**src/rtl/bus_arbiter_pkg.sv**
```systemverilog
// Shared bus package: arbiter state encodings, bus constants,
// latched command bundle and the VGA window decode helper.
package bus_arbiter_pkg;

    localparam int BUS_AW = 32;
    localparam int BUS_DW = 32;

    localparam logic [31:0] VGA_BASE_DEF  = 32'h0010_0000;
    localparam logic [31:0] VGA_LIMIT_DEF = 32'h0020_0000;

    typedef enum logic [1:0] {
        IDLE     = 2'd0,
        ISSUE    = 2'd1,
        WAIT_ACK = 2'd2,
        DONE     = 2'd3
    } arb_state_t;

    typedef struct packed {
        logic              we;
        logic [BUS_AW-1:0] addr;
        logic [BUS_DW-1:0] wdata;
    } bus_cmd_t;

    function automatic logic in_vga(
        input logic [31:0] addr,
        input logic [31:0] base,
        input logic [31:0] limit
    );
        return (addr >= base) && (addr < limit);
    endfunction

endpackage

```
**src/rtl/bus_arbiter_rr_pick.sv**
```systemverilog
// Round-robin picker: scans requests starting at ptr with wrap,
// returns a one-hot grant for the first requester found (or zero).
module rr_pick #(
    parameter int N_REQ = 4,
    parameter int PW    = 2
) (
    input  logic [N_REQ-1:0] req,
    input  logic [PW-1:0]    ptr,
    output logic [N_REQ-1:0] gnt
);

    // Priority walk from ptr; first active request wins
    always_comb begin
        gnt = '0;
        for (int k = 0; k < N_REQ; k++) begin
            for (int i = 0; i < N_REQ; i++) begin
                if (gnt == '0 && req[i]
                    && i == (int'(ptr) + k) % N_REQ) begin
                    gnt[i] = 1'b1;
                end
            end
        end
    end

endmodule

```
**src/rtl/bus_arbiter.sv**
```systemverilog
// Round-robin bus arbiter with VGA/RAM decode.
// Optional ack watchdog built in with `define BUS_TIMEOUT_EN.
module bus_arbiter
    import bus_arbiter_pkg::*;
#(
    parameter int          N_REQ     = 4,
    parameter logic [31:0] VGA_BASE  = VGA_BASE_DEF,
    parameter logic [31:0] VGA_LIMIT = VGA_LIMIT_DEF,
    parameter int          TIMEOUT   = 255
) (
    input  logic              clk,
    input  logic              rst,
    input  logic [N_REQ-1:0]  req,
    input  logic [N_REQ*32-1:0] req_addr,
    input  logic [N_REQ*32-1:0] req_wdata,
    input  logic [N_REQ-1:0]  req_we,
    output logic [N_REQ-1:0]  gnt,
    output logic [N_REQ-1:0]  done,
    output logic [31:0]       rdata,
    output logic              err,
    output logic              bus_valid,
    output logic              bus_we,
    output logic [31:0]       bus_addr,
    output logic [31:0]       bus_wdata,
    output logic              vga_sel,
    output logic              ram_sel,
    input  logic              bus_ack,
    input  logic [31:0]       bus_rdata
);

    localparam int PW = $clog2(N_REQ);

    arb_state_t       r_state;
    arb_state_t       w_next;
    logic [N_REQ-1:0] r_owner;
    logic [N_REQ-1:0] w_pick;
    logic [PW-1:0]    r_ptr;
    logic [PW-1:0]    w_nptr;
    bus_cmd_t         r_cmd;
    bus_cmd_t         w_cmd;
    logic [31:0]      r_rdata;
    logic             w_take;
    logic             w_busy;
    logic             w_vga;
    logic             w_tmo;

    rr_pick #(
        .N_REQ (N_REQ),
        .PW    (PW)
    ) u_pick (
        .req (req),
        .ptr (r_ptr),
        .gnt (w_pick)
    );

    assign w_take = (r_state == IDLE) && (req != '0);
    assign w_vga  = in_vga(r_cmd.addr, VGA_BASE, VGA_LIMIT);

    // Select the winner's command and the pointer just past it
    always_comb begin
        w_cmd  = '0;
        w_nptr = '0;
        for (int i = 0; i < N_REQ; i++) begin
            if (w_pick[i]) begin
                w_cmd.we    = req_we[i];
                w_cmd.addr  = req_addr[i*32 +: 32];
                w_cmd.wdata = req_wdata[i*32 +: 32];
                w_nptr      = PW'((i + 1) % N_REQ);
            end
        end
    end

    // State register
    always_ff @(posedge clk or negedge rst) begin
        if (!rst) r_state <= IDLE;
        else      r_state <= w_next;
    end

    // Next state and per-state outputs
    always_comb begin
        w_next    = r_state;
        bus_valid = 1'b0;
        w_busy    = 1'b0;
        gnt       = '0;
        done      = '0;
        unique case (r_state)
            IDLE: begin
                if (req != '0) w_next = ISSUE;
            end
            ISSUE: begin
                bus_valid = 1'b1;
                w_busy    = 1'b1;
                gnt       = r_owner;
                w_next    = bus_ack ? DONE : WAIT_ACK;
            end
            WAIT_ACK: begin
                w_busy = 1'b1;
                gnt    = r_owner;
                if (bus_ack || w_tmo) w_next = DONE;
            end
            DONE: begin
                done   = r_owner;
                w_next = IDLE;
            end
            default: w_next = IDLE;
        endcase
    end

    // Latch owner, command and next priority on grant
    always_ff @(posedge clk or negedge rst) begin
        if (!rst) begin
            r_owner <= '0;
            r_ptr   <= '0;
            r_cmd   <= '0;
        end else if (w_take) begin
            r_owner <= w_pick;
            r_ptr   <= w_nptr;
            r_cmd   <= w_cmd;
        end
    end

    // Capture read data on device ack
    always_ff @(posedge clk or negedge rst) begin
        if (!rst) r_rdata <= '0;
        else if (w_busy && bus_ack && !r_cmd.we) r_rdata <= bus_rdata;
    end

    assign vga_sel   = w_busy & w_vga;
    assign ram_sel   = w_busy & ~w_vga;
    assign bus_we    = r_cmd.we;
    assign bus_addr  = r_cmd.addr;
    assign bus_wdata = r_cmd.wdata;
    assign rdata     = r_rdata;

`ifdef BUS_TIMEOUT_EN
    localparam int CW = $clog2(TIMEOUT + 1);

    logic [CW-1:0] r_cnt;
    logic          r_err;
    logic          w_fin;

    assign w_fin = (w_next == DONE) && (r_state != DONE);
    assign w_tmo = (r_cnt == CW'(TIMEOUT - 1));
    assign err   = r_err;

    // Count unanswered WAIT_ACK cycles
    always_ff @(posedge clk or negedge rst) begin
        if (!rst) r_cnt <= '0;
        else if (r_state == WAIT_ACK && !bus_ack) r_cnt <= r_cnt + 1'b1;
        else r_cnt <= '0;
    end

    // Flag completions caused by the watchdog
    always_ff @(posedge clk or negedge rst) begin
        if (!rst) r_err <= 1'b0;
        else if (w_fin) r_err <= (r_state == WAIT_ACK) && !bus_ack;
    end
`else
    // TIMEOUT only matters when the watchdog is built in
    localparam int unused_timeout = TIMEOUT;

    assign w_tmo = 1'b0;
    assign err   = 1'b0;
`endif

endmodule

```
**config.mk**
```make
export PLATFORM = sky130hd
export DESIGN_NAME = bus_arbiter
export DESIGN_NICKNAME = d
export VERILOG_FILES = /design/src/rtl/bus_arbiter_pkg.sv /design/src/rtl/bus_arbiter_rr_pick.sv /design/src/rtl/bus_arbiter.sv
export SDC_FILE = /design/constraint.sdc
export NUM_CORES = 1
export LEC_CHECK = 0
export CELL_PAD_IN_SITES_DETAIL_PLACEMENT = 0
export CELL_PAD_IN_SITES_GLOBAL_PLACEMENT = 1
export CORE_AREA = 5 5 157 159
export DETAILED_ROUTE_END_ITERATION = 8
export DIE_AREA = 0 0 162 164
export DONT_BUFFER_PORTS = 1
export PLACE_DENSITY_LB_ADDON = 0.12
export SYNTH_ARGS = -nofsm -noshare
export SYNTH_HDL_FRONTEND = slang
export SYNTH_SLANG_ARGS = --single-unit
export TNS_END_PERCENT = 10
```
**constraint.sdc**
```tcl
create_clock -name clk -period 5.01 [get_ports clk]
set_input_delay 0.501 -clock clk [delete_from_list [all_inputs] [get_ports clk]]
set_output_delay 0.501 -clock clk [all_outputs]
set_load 0.05 [all_outputs]
```
## After elaboration in Yosys (flattened, before gate mapping)

Cells that the tools add are included.

| operators by class | value |
|---|---|
| reductions and logical operators | 61 |
| div/mod/pow operators | 0 |
| mux-type cells | 32 |
| order comparisons | 2 |
| shift operators | 0 |
| add/sub/neg operators | 3 |
| bitwise operators | 7 |
| multipliers | 0 |
| equality and inequality tests | 17 |

Operator list:

| cell | number |
|---|---|
| two-way mux 65 bit | 4 |
| logical NOT 32 bit | 4 |
| logical NOT 4 bit | 12 |
| logical AND 1 bit | 35 |
| greater-or-equal comparator 32 x 21 -> 1 bit, second input constant | 1 |
| < comparator 32 x 22 -> 1 bit, second input constant | 1 |
| two-way mux 1 bit | 20 |
| equality test 3 bit, first input constant | 6 |
| two-way mux 2 bit | 5 |
| equality test 2 x 3 -> 1 bit, first input constant | 3 |
| two-way mux 4 bit | 2 |
| one-hot mux 2 bit (4 select lines) | 1 |
| OR reduction 2 bit | 4 |
| adder 2 bit, second input constant | 2 |
| equality test 2 bit, first input constant | 2 |
| equality test 2 bit, second input constant | 2 |
| logical NOT 2 bit | 2 |
| nonzero test 4 bit | 1 |
| AND 1 bit, first input constant | 3 |
| logical NOT 3 bit | 1 |
| adder 2 x 1 -> 2 bit, second input constant | 1 |
| AND 1 bit | 2 |
| equality test 1 x 2 -> 1 bit, first input constant | 1 |
| equality test 2 x 1 -> 1 bit, second input constant | 1 |
| other kinds (5) | 6 |

| storage, ports and cells | value |
|---|---|
| register bits after elaboration | 105 |
| ROM bits | 0 |
| memories kept | 0 |
| bits in latches | 0 |
| bits in writable memories | 0 |
| input port bits | 299 |

## Logic depth before layout (Yosys ltp)

| depth | value |
|---|---|
| word-level depth | 64 |
| mapped depth | 8 |
| mapped depth without buffers | 6 |

## Modules after synthesis

Synthesis repeated with hierarchy kept, for this count alone.

| unflattened totals | value |
|---|---|
| cell total of the unflattened synthesis | 526 |
| area, all modules | 5504.0 µm² |

By module, submodules not included:

| module | instances | seq. area each (µm²) | cells an instance | area an instance (µm²) |
|---|---|---|---|---|
| bus_arbiter | 1 | 2627.5 | 510 | 5402.7 |
| rr_pick | 1 | 0.0 | 16 | 101.3 |

## Worst setup path before layout

No wires, ideal clock.

| timing path | value |
|---|---|
| path type | register to output |
| start point | register r_cmd, in the netlist bus_addr[24] |
| end point | output vga_sel |
| required time | 4509 ps |
| arrival | 1745 ps |
| setup slack | 2764 ps |
| path buffers | 0 |
| stages on the path, launching flop included | 4 |
| cell sequence | dfrtp_1 > nor4b_1 > nand3_1 > nor2_1 |

| between the ends | value |
|---|---|
| cells in the longest elaborated chain, start to end | 3 |
| elaborated cells between the ends (all ways) | 4 |
| classes of those cells | order compare (2); bitwise (1); reduce/logical (1) |

RTL lines:

| item | RTL line | source |
|---|---|---|
| from (decl) | bus_arbiter.sv:39 | `bus_cmd_t r_cmd;` |
| from (signal assigned) | bus_arbiter.sv:118 | `r_cmd <= w_cmd;` |
| greater-or-equal comparator 32 x 21 -> 1 bit or < comparator 32 x 22 -> 1 bit (tied branches) | bus_arbiter_pkg.sv:29 | `return (addr >= base) && (addr < limit);` |
| logical AND 1 bit (*) | bus_arbiter_pkg.sv:29 |  |
| AND 1 bit (*) | bus_arbiter.sv:128 | `assign vga_sel = w_busy & w_vga;` |
| to (decl) | bus_arbiter.sv:25 | `output logic vga_sel,` |

Every way passes the cells marked *; elsewhere a longest branch is shown, timed or not.

## Worst setup path in the final report

| timing path | value |
|---|---|
| start point | register r_ptr[1] |
| end point | register r_cmd, in the netlist bus_wdata[12] |

| between the ends | value |
|---|---|
| cells in the longest elaborated chain, start to end | 64 |
| elaborated cells between the ends (all ways) | 91 |
| classes of those cells | add/sub (3); eq/ne (12); mux (20); bitwise (4); reduce/logical (52) |

RTL lines:

| item | RTL line | source |
|---|---|---|
| from (decl) | bus_arbiter.sv:37 | `logic [PW-1:0] r_ptr;` |
| from (signal assigned) | bus_arbiter.sv:117 | `r_ptr <= w_nptr;` |
| logical NOT 32 bit | bus_arbiter_rr_pick.sv:18 | `&& i == (int'(ptr) + k) % N_REQ) begin` |
| logical AND 1 bit | bus_arbiter_rr_pick.sv:18 |  |
| two-way mux 1 bit | bus_arbiter_rr_pick.sv:17 | `if (gnt == '0 && req[i]` |
| NOT 1 bit | bus_arbiter_rr_pick.sv:17 |  |
| logical AND 1 bit | bus_arbiter_rr_pick.sv:17 |  |
| logical AND 1 bit | bus_arbiter_rr_pick.sv:18 |  |
| two-way mux 1 bit | bus_arbiter_rr_pick.sv:17 |  |
| logical NOT 2 bit | bus_arbiter_rr_pick.sv:17 |  |
| [48 not listed] | n/a |  |
| logical AND 1 bit | bus_arbiter_rr_pick.sv:17 |  |
| logical AND 1 bit | bus_arbiter_rr_pick.sv:18 |  |
| two-way mux 1 bit | bus_arbiter_rr_pick.sv:17 |  |
| logical NOT 4 bit | bus_arbiter_rr_pick.sv:17 |  |
| logical AND 1 bit | bus_arbiter_rr_pick.sv:17 |  |
| logical AND 1 bit | bus_arbiter_rr_pick.sv:18 |  |
| two-way mux 1 bit | bus_arbiter_rr_pick.sv:17 |  |
| two-way mux 65 bit (*) | bus_arbiter.sv:64 | `if (w_pick[i]) begin` |

Marks and branches as above.
A chain may end at the register's enable or synchronous reset.

==> results.toml <==
[synthesis]
seq_area_frac_synth = 0.413
syn_avg_cell_area_um2 = 8.87
synth_seq_cells = 105
yosysUniqueCellTypes = 36
syn_area_mm2 = 0.00637
synth_nets = 1021
yosys_warnings = 0
synthCells = 718

[place]
placed_cell_area_mm2 = 0.00654
dp.final_hpwl_mm = 18.6
gp_congestion = 0.820
dp_cells = 953
numPortBuffers = 0

[final_layout]
most-common-layout-cells = "dfrtp_1, o21ai_1, nand2_1"
layout_commonest_cell = "dfrtp_1"
design_area_mm2 = 0.00687
area_delta_synth_final_pct = 7.88
fillers = 2486
finalNonFillerCells = 971
drive_gt1_frac = 0.168
nNetsFinal = 978
fin_util = 0.297

[grt]
grt_pass1_vias = 5707
antenna_found_initial = 5
grt_max_degree = 106
grt_overflow = 0
gr-usage-all-layers = 0.178
grt_pass1_wl_mm = 36.4

[setup_path]
required_ps = 5240
criticalPathCategory = "flip-flop to flip-flop"
arrival_ps = 3200
cp-end-kind = "flip-flop"
path_max_fanout = 46
rr_worst_depth = 6
r2r_setup_slack_ps = 2040
startpoint_type = "flip-flop"
r2r-start = "r_ptr[1]"
r2r-end = "bus_wdata[12]"

[die]
die_area_mm2 = 0.0266
fp.dieH_um = 164
core.rowCount = 56
ios = 408
core-area_mm2 = 0.0231
die_x_um = 162
start_util = 0.275

[drt]
dr.pass1.iters = 5
avgRoutedWirePerCell_um = 25.8
routed_wl_mm = 25.0
vias = 5306
drtIter0Drc = 294
ant_nets = 0
vias_per_cell = 5.46
drc = 0

[cts]
cts_max_path_buffers = 2
clkSinkCount = 105
cts-root-buf = "clkbuf_16"
path_clk_slew_ps = 80
cts-htree-levels = 3
cts_setup_buffers = 0
clk_latency_ps = 350
cts_tree = "built"
cts_buffers = 9

[power]
cellLeakagePower_nw = 3.08
p_total_mw = 5.62
p_per_area_mw_per_mm2 = 818
ir_worst_vdd_uv = 250

[sta]
tns_ps = 0
fin_crit_sh = 0.593
fmax_mhz = 337
final_max_slew_viol_count = 0
relSlewSlack = 0.0585
hold_violations = 0
finalSetupViolations = 0
tightest_slew_ps = 1410
finalCriticalPeriod_ps = 2970
rsz0062_at_grt = "no"
clock_skew_ps = 13.2

[outcome]
status = "complete, no violations"

[hold_path]
hp-class = "primary input to asynchronous set/reset pin"

[job]
maxCapViolCount = 0
-- layer usage --
metal / vias up / track usage / wire length [um]
met4: 8 / 0.0458 / 376
met1: 2542 / 0.196 / 9070
li1: 2426 / - / -
met2: 299 / 0.326 / 13100
met3: 31 / 0.0640 / 2370
met5: - / 0 / 66
-- per-stage QoR --
stage | setup WS (ps) | hold slack, ps
finish | 2040 | 65.7
global route | 1740 | 119
CTS | 1990 | 103
detailed placement | 1990 | 209
global placement | 2060 | 209
floorplan | 2760 | 205
-- logic make-up (layout without fill, tap and decap cells) --
family | count (synthesis) | in the layout | share of synthesized area
other | 1 | 2 | 0.000589
adder cells (fa/ha/maj) | 4 | 4 | 0.00786
buffers and inverters | 133 | 95 | 0.0908
AO/OA/AOI/OAI | 215 | 215 | 0.262
flip-flops | 105 | 105 | 0.413
multiplexers | 32 | 32 | 0.0566
AND/OR/NAND/NOR | 228 | 228 | 0.170
-- final cells by class --
class / instances / area [um^2] / share of cell area
Clock buffer: 9 / 225 / 0.0328
Timing Repair Buffer: 8 / 92.6 / 0.0135
Sequential cell: 105 / 2630 / 0.383
Antenna cell: 1 / 2.50 / 0.000364
Tap cell: 290 / 363 / 0.0528
Multi-Input combinational cell: 480 / 3220 / 0.469
Inverter: 71 / 267 / 0.0388
Clock inverter: 7 / 71.3 / 0.0104
-- power by group --
part	total [mW]	switching, mW	internal (mW)
registers	2.93	1.70	1.24
logic	1.96	1.21	0.754
clock network	0.717	0.364	0.353
-- worst max-delay path: stages (launching register included) --
cell and delay [ps]:
dfrtp_1 570, a211oi_1 190, o31ai_4 960, buf_12 310, nor2_1 100, a2111oi_0 530, o21ai_1 140
-- sequential cells by signal, summed over array words and instances, names as in the netlist --
register	flops
r_ptr	2
bus_we	1
bus_addr	32
r_state	2
r_owner	4
rdata	32
bus_wdata	32
-- worst max path at each step --
stage / start / end / slack [ps] / cells after the start
2_1_floorplan: bus_addr[24] / vga_sel / 2760 / 3
3_3_place_gp: r_ptr[1] / bus_wdata[12] / 2060 / 6
3_5_place_dp: r_ptr[1] / bus_wdata[12] / 1990 / 6
4_1_cts: r_ptr[1] / bus_wdata[12] / 1990 / 6
5_1_grt: r_ptr[1] / bus_wdata[12] / 1740 / 6
6_report: r_ptr[1] / bus_wdata[12] / 2040 / 6
-- cell usage after synthesis, drive strengths merged --
cell type,n,share of area
and3,66,0.065
nand2b,1,0.00098
o221ai,1,0.0014
and2,8,0.0079
a2111oi,65,0.14
dfrtp,105,0.41
nor2b,4,0.0039
a31oi,3,0.0029
a22oi,1,0.0012
nor3b,1,0.0012
nand3,1,0.00079
a211oi,2,0.0024
o31ai,1,0.0033
buf,28,0.029
nor4b,1,0.0014
clkbuf,34,0.020
nor4,3,0.0029
or3,1,0.00098
o311ai,1,0.0014
nand3b,1,0.0012
mux2,32,0.057
o221a,1,0.0018
or2,1,0.00098
inv,71,0.042
conb,1,0.00059
o21ai,138,0.11
nand2,71,0.042
a21oi,2,0.0016
ha,4,0.0079
nor2,69,0.041
-- timing repair --
| action | 4_1_cts | 5_1_grt |
|---|---|---|
| resized for setup | 0 | 0 |
| hold buffers | 1 | 0 |
| hold endpoints to repair | 105 | 0 |
Power figures use the tool's default switching activity.
